`src/rtl/permute_out_serializer.sv`:
```
// permute_out_serializer
// Captures the 64 lane results of the permutation datapath on the rising
// edge of all_done. It then streams them out one lane per valid/ready
// transfer, lane 0 first, while folding every lane into an XOR signature.
// The capture buffer is a plain data store: it is never read outside a
// frame, so it carries no reset.

module permute_out_serializer #(
  parameter int LANES = 64,
  parameter int WIDTH = 25,
  parameter int AW    = 6
) (
  input  logic                   clk,
  input  logic                   rst,
  input  logic                   all_done,
  input  logic [LANES*WIDTH-1:0] lanes_in,
  output logic                   out_valid,
  input  logic                   out_ready,
  output logic [WIDTH-1:0]       out_data,
  output logic [AW-1:0]          out_idx,
  output logic                   busy,
  output logic                   done,
  output logic [WIDTH-1:0]       signature
);

  typedef enum logic [1:0] {
    ST_IDLE = 2'd0,
    ST_SEND = 2'd1,
    ST_DONE = 2'd2
  } state_t;

  localparam logic [AW-1:0]    IDX_ZERO  = {AW{1'b0}};
  localparam logic [AW-1:0]    IDX_ONE   = {{(AW-1){1'b0}}, 1'b1};
  localparam logic [AW-1:0]    IDX_LAST  = AW'(LANES - 1);
  localparam logic [WIDTH-1:0] WORD_ZERO = {WIDTH{1'b0}};

  state_t           state_r;
  state_t           state_s;
  logic             all_done_q_r;
  logic [AW-1:0]    idx_r;
  logic [WIDTH-1:0] acc_r;
  logic [WIDTH-1:0] lane_buf_r [LANES];
  logic [WIDTH-1:0] out_data_r;
  logic [WIDTH-1:0] signature_r;
  logic             out_valid_r;
  logic             busy_r;
  logic             done_r;

  logic             rise_s;
  logic             capture_s;
  logic             xfer_s;
  logic             last_s;
  logic [AW-1:0]    idx_next_s;
  logic [WIDTH-1:0] cur_word_s;
  logic [WIDTH-1:0] next_word_s;

  // Merge two words into a running XOR signature.
  function automatic logic [WIDTH-1:0] sig_fold(input logic [WIDTH-1:0] sig,
                                                input logic [WIDTH-1:0] word);
    sig_fold = sig ^ word;
  endfunction

  // Edge detect, handshake and current/next lane selection.
  always_comb begin
    rise_s      = all_done & ~all_done_q_r;
    capture_s   = (state_r == ST_IDLE) & rise_s;
    xfer_s      = (state_r == ST_SEND) & out_ready;
    last_s      = (idx_r == IDX_LAST);
    idx_next_s  = idx_r + IDX_ONE;
    cur_word_s  = lane_buf_r[idx_r];
    next_word_s = lane_buf_r[idx_next_s];
  end

  // Next-state logic: a new edge is honoured only from IDLE, and the
  // final transfer replaces the index increment with the move to DONE.
  always_comb begin
    state_s = state_r;
    case (state_r)
      ST_IDLE: begin
        if (rise_s) begin
          state_s = ST_SEND;
        end else begin
          state_s = ST_IDLE;
        end
      end
      ST_SEND: begin
        if (xfer_s && last_s) begin
          state_s = ST_DONE;
        end else begin
          state_s = ST_SEND;
        end
      end
      ST_DONE: begin
        state_s = ST_IDLE;
      end
      default: begin
        state_s = ST_IDLE;
      end
    endcase
  end

  // State register.
  always_ff @(posedge clk) begin
    if (rst) begin
      state_r <= ST_IDLE;
    end else begin
      state_r <= state_s;
    end
  end

  // all_done history; resets high so a level already present at reset
  // release is not mistaken for a completion edge.
  always_ff @(posedge clk) begin
    if (rst) begin
      all_done_q_r <= 1'b1;
    end else begin
      all_done_q_r <= all_done;
    end
  end

  // Capture buffer: snapshot of every lane on the accepted rising edge.
  always_ff @(posedge clk) begin
    if (capture_s) begin
      for (int i = 0; i < LANES; i++) begin
        lane_buf_r[i] <= lanes_in[WIDTH*i +: WIDTH];
      end
    end
  end

  // Lane index, running XOR, presented word and frame signature.
  always_ff @(posedge clk) begin
    if (rst) begin
      idx_r       <= IDX_ZERO;
      acc_r       <= WORD_ZERO;
      out_data_r  <= WORD_ZERO;
      signature_r <= WORD_ZERO;
    end else begin
      case (state_r)
        ST_IDLE: begin
          if (rise_s) begin
            idx_r      <= IDX_ZERO;
            acc_r      <= WORD_ZERO;
            out_data_r <= lanes_in[WIDTH-1:0];
          end
        end
        ST_SEND: begin
          if (xfer_s) begin
            acc_r <= sig_fold(acc_r, cur_word_s);
            if (last_s) begin
              signature_r <= sig_fold(acc_r, cur_word_s);
            end else begin
              idx_r      <= idx_next_s;
              out_data_r <= next_word_s;
            end
          end
        end
        ST_DONE: begin
          idx_r <= idx_r;
        end
        default: begin
          idx_r <= IDX_ZERO;
        end
      endcase
    end
  end

  // Status flags registered from the next state so they change together
  // with the state: busy falls exactly when done rises.
  always_ff @(posedge clk) begin
    if (rst) begin
      out_valid_r <= 1'b0;
      busy_r      <= 1'b0;
      done_r      <= 1'b0;
    end else begin
      out_valid_r <= (state_s == ST_SEND);
      busy_r      <= (state_s == ST_SEND);
      done_r      <= (state_s == ST_DONE);
    end
  end

  assign out_valid = out_valid_r;
  assign busy      = busy_r;
  assign done      = done_r;
  assign out_data  = out_data_r;
  assign out_idx   = idx_r;
  assign signature = signature_r;

endmodule
```
`config.mk`:
```
export PLATFORM = sky130hd
export DESIGN_NAME = permute_out_serializer
export DESIGN_NICKNAME = d
export VERILOG_FILES = /design/src/rtl/permute_out_serializer.sv
export SDC_FILE = /design/constraint.sdc
export NUM_CORES = 2
export LEC_CHECK = 0
export ABC_AREA = 1
export BUFFER_PORTS_ARGS = -buffer_cell sky130_fd_sc_hd__buf_2
export CAP_MARGIN = 20
export CORE_AREA = 10 10 631 633
export DETAILED_ROUTE_END_ITERATION = 8
export DIE_AREA = 0 0 641 643
export PLACE_DENSITY_LB_ADDON = 0.15
export SLEW_MARGIN = 20
export SYNTH_ARGS = -nofsm -noshare
export SYNTH_HDL_FRONTEND = slang
export SYNTH_SLANG_ARGS = --single-unit
export TNS_END_PERCENT = 50
```
`constraint.sdc`:
```
create_clock -name clk -period 145.7 [get_ports clk]
set_input_delay 36.425 -clock clk [delete_from_list [all_inputs] [get_ports clk]]
set_output_delay 36.425 -clock clk [all_outputs]
set_load 0.03 [all_outputs]
```
### Yosys cells after proc, flatten, opt, wreduce, memory -nomap -nowiden

Memory sizes are Yosys's and may differ from the RTL's. A register that Yosys moved wholly into a read port is not among the register bits.
Index checks and enable logic that the tools add are counted.

| word-level totals | value |
|---|---|
| output and inout port bits | 59 |
| memories | 1 |
| memory bits (writable) | 1600 |
| word-level logic and storage cells | 49 |
| flip-flop bits (word level) | 86 |

Memories:

| name | depth | width | rd ports | clocked after Yosys merged registers in | wr ports | RTL line | text |
|---|---|---|---|---|---|---|---|
| lane_buf_r | 64 | 25 | 2 | 1 | 64 | 42 | `logic [WIDTH-1:0] lane_buf_r [LANES];` |

| cells by class | value |
|---|---|
| multiplexer cells | 18 |
| bitwise gates (word level) | 6 |
| add/sub/neg operators | 1 |
| reduce and logical (&&, ||, !) cells | 7 |
| equality and inequality tests | 8 |

Operator list:

| cell | count |
|---|---|
| 2-to-1 mux 25 bit | 5 |
| one-hot mux 25 bit (2 select lines) | 2 |
| 2-to-1 mux 6 bit | 5 |
| XOR 25 bit | 1 |
| one-hot mux 6 bit (3 select lines) | 1 |
| AND reduction 4 bit | 2 |
| adder 6 x 1 -> 6 bit (second input constant) | 1 |
| equality test 6 bit (second input constant) | 1 |
| != test 2 bit (second input constant) | 3 |
| AND reduction 3 bit | 2 |
| equality test 2 x 1 -> 1 bit (second input constant) | 2 |
| equality test 2 bit (second input constant) | 2 |
| one-hot mux 2 bit (2 select lines) | 1 |
| AND 1 bit | 3 |
| 2-to-1 mux 1 bit | 3 |
| zero test 2 bit | 1 |
| 2-to-1 mux 2 bit | 1 |
| inverter 1 bit | 2 |
| nonzero test 2 bit | 1 |
| logical AND 1 bit | 1 |

### Longest topological paths before layout

| depth | value |
|---|---|
| depth after elaboration | 6 |
| mapped depth | 17 |
| depth with buffers taken out | 14 |

### Least setup slack after synthesis

OpenSTA, ideal clock, no wires.

| path | value |
|---|---|
| kind | in2reg |
| start point | input port all_done |
| end point | register (tool-made name) |
| path slack | 8682 ps |
| data required time | 145574 ps |
| cell stages on the path | 7 |
| buffers on the path | 0 |
| setup time | 126 ps |
| arrival | 136891 ps |
| cell sequence | inv_1 -> nor4_2 -> nor2_1 -> nor2_2 -> a21oi_1 -> o21ai_0 -> a21oi_1 |

RTL lines:

| element | RTL line | text |
|---|---|---|
| from (decl) | 15 | `input logic all_done,` |

==> results.md <==
* Status: completed
* RD Place Congestion at 0.930
* Final slew viol count at 0
* Iter 0 DRT Violations at 11200
* Sequential share of the synthesized area at 59.7%
* Worst reg2reg endpoint: out_data[2]
* Crit. End Element: flop
* Vias in the first global route at 77500
* Top-count cell post-synth: nand2_1
* Remaining antenna violation count after routing at 0
* Setup TNS at 0 ns
* Area contributors post-synth: edfxtp_1 58%, nand2_1 18%, nand3_1 17%
* Final worst path period share at between 20% and 30%
* Area grow syn2layout at 24.4%
* Number of antenna violations at the first check in global routing at 445
* Final setup skew at 0.104 ns
* Die ar. at 412000 um2
* Setup ws final at 104.61 ns
* Via count at 82400
* Register bit count reported by yosys at 1692
* Final Hold Fails at 0
* DRC Markers at 0
* Worst Path Required at 146.21 ns
* CTS resizes at 0
* WL per Instance at 35.3 um
* RSZ-0062 raised after global routing: no
* Reg2reg path depth at 16
* Clk_lat worst skew at 0.98 ns
* TritonCTS Sinks at approximately 1700
* Maximum VDD drop at 0.00973 mV
* HP Class: flop to flop
* Cells along the critical path: buf_2 -> inv_1 -> nor4_4 -> buf_12 -> buf_4 -> buf_4 -> buf_4 -> buf_4 -> buf_4
* Clock Tree Buf Depth at 4
* Syn Nets at roughly 11000
* CP delay by family, top: buffers and inverters
* Final design utilization at between 20% and 30%
* Post-DP HPWL at roughly 430000 um
* Yosys warnings at 0
* Die X at 641 um
* Global route overflow at 0
* Max-slew headroom at between 10% and 20%
* Pin count of the biggest net entering global routing at 163
* Hold Path Depth at 2
* Clock slew at reported path FFs at 0.06 ns
* Total power at between 1 and 1.5 mW
* Synth cell types at 22
* Final instance area at 104000 um2
* Layout cells sized above 1 at 19.5%
* Peak per-stage delay on the critical path at 0.85 ns
* Place WS at around 100 ns
* Syn Inst Count at 9507
* Synth Area per Inst at 8.78 um2
* Rows at 228
* # IOs at 1663
* Nature of the critical path startpoint: input port
* Hold Path Sink: out_data[20]
* Fillers at 41100
* Leakage at 41.1 nW
* Worst r2r src: out_idx[0]
* Number of vias per cell at 5.07
* Top cell type's share of synthesized area at 57.5%
* Worst Tran Pin Value at 1.33 ns
* Synth cell count leaders: 3919 x nand2_1, 2877 x nand3_1, 1600 x edfxtp_1
* Worst-path maximum fanout at 144
* GRT Total Usage at 26.4%
* Clk root buf: clkbuf_16
* Hold-fix buffers, CTS at 0
* Port bufs at 1662
* H-tree Lvls at 4
* CP bufs+invs at 8
* PD cells at 11.5 nW/um2
* Arr. time, crit path at 41.61 ns
* Max Freq at 0.0243 GHz
* Core box area at 385000 um2
* Crit Path Category: input port to flop
* Critical Path Most Common Cell: buf_4
* Setup-failing EPs final at 0
* Die Y at 643 um
* Prevailing post-synth register cell: edfxtp_1
* Post-synth top area cell: edfxtp_1
* Drt pass-1 iters at 8
* Max-Cap Viols at 0
* Worst reg2reg setup slack at approximately 140 ns
* Routed wire length at 574000 um
* Post-CTS Setup Repair Bufs at 0
* CTS tree: done
* Total CTS buffers at 212
* Cell Area, Synth at 83500 um2
* Nets at 12400
* Ys async rst share at 0%
* Worst hold start: out_data[20]
* Initial Util at a little over a fifth
* Placed cell area at 96400 um2
* Number of enable flip-flop cells after synthesis at 1600
* First-pass GRT wire length at 739000 um
* Min cycle time layout at between 40 and 50 ns
* CP max stage cell: buf_4
-- metrics by stage --
stage / hold slack [ns] / std cells
final: 0.466 / 16300
after floorplan: 0.458 / 9507
after detailed placement: 0.459 / 15700
after global placement: 0.464 / 15700
after CTS: 0.467 / 16000
after global routing: 0.476 / 16200
-- area by class of cell --
type | count | area (um2) | area share [%]
clock buffer | 267 | 5620 | 5.41
multi-input combinational | 7020 | 30200 | 29.1
sequential | 1692 | 49900 | 48.0
tap | 5060 | 6330 | 6.09
inverter | 73 | 334 | 0.322
timing repair buffer | 1808 | 9620 | 9.26
clock inverter | 116 | 1280 | 1.24
antenna | 218 | 546 | 0.525
-- layout by cell type, fill, tap and decap left out --
| master | count |
|---|---|
| buf_4 | 131 |
| nand2_1 | 3919 |
| inv_1 | 60 |
| dfxtp_1 | 85 |
| dfxtp_4 | 6 |
| nand3b_1 | 1 |
| nor2_2 | 1 |
| edfxtp_1 | 1600 |
| nand3_1 | 2877 |
| nor2_1 | 106 |
| clkbuf_16 | 214 |
| a21oi_1 | 58 |
| inv_16 | 2 |
| dfxtp_2 | 1 |
| clkinv_16 | 2 |
| buf_12 | 16 |
| inv_8 | 6 |
| xor2_4 | 3 |
| bufinv_16 | 24 |
| nor4_4 | 1 |
| buf_2 | 1661 |
| clkbuf_8 | 7 |
| ha_4 | 1 |
| diode_2 | 218 |
| clkinv_4 | 1 |
| clkinvlp_4 | 6 |
| clkinv_8 | 3 |
| o21ai_0 | 1 |
| inv_2 | 3 |
| clkbuf_1 | 46 |
| o21ai_1 | 48 |
| clkinv_2 | 34 |
| nor3_4 | 1 |
| clkinv_1 | 40 |
| inv_6 | 8 |
| nor2_4 | 3 |
-- kinds of logic (layout without fill, tap and decap cells) --
logic type	count (synthesis)	count (layout)	share of synthesized area, %
buffers and inverters	795	2264	4.18
AO/OA/AOI/OAI	107	107	0.641
other	0	218	0
AND/OR/NAND/NOR	6909	6909	35.4
flip-flops	1692	1692	59.7
adder cells (fa/ha/maj)	1	1	0.0150
XOR/XNOR	3	3	0.0405
-- state kept, by name (all words and copies together), names as in the netlist, named ones only --
register and count:
busy 1, acc_r 25, state_r 2, signature 25
out_idx 6, out_data 25, lane_buf_r 1600, done 1
all_done_q_r 1
-- power breakdown --
group / total [mW] / switching [mW] / internal [mW]
Clock: 0.546 / 0.231 / 0.315
Combinational: 0.0888 / 0.0610 / 0.0278
Sequential: 0.558 / 0.00835 / 0.549
Total: 1.19 / 0.300 / 0.892
-- how the worst max path moves through the flow --
stage                         end     start  depth (start not counted)  slack (ns)
2_1_floorplan                flop  all_done                          7        8.68
3_3_place_gp   lane_buf_r[11][16]  all_done                          9      103.70
3_5_place_dp   lane_buf_r[18][23]  all_done                          9      103.61
4_1_cts        lane_buf_r[61][10]  all_done                          9      104.59
5_1_grt        lane_buf_r[60][10]  all_done                          9      104.29
6_report        lane_buf_r[54][0]  all_done                          9      104.61
-- routing by layer --
metal  vias to the layer above  track usage [%]  part of all wire (%)  wire length, um
met5                         -                0                  0.12              703
met4                       106             17.7                   7.5            42700
met3                      1332             6.05                   8.8            50400
met2                      5485             41.8                    46           263000
met1                     40000             32.0                    38           217000
li1                      35400                -                     -                -
-- worst min-delay path, stage by stage, from the launching register on --
cell and delay, ns:
dfxtp_1 0.31, nand2_1 0.06, a21oi_1 0.05
Note: power is estimated with default switching activity, not from simulation.
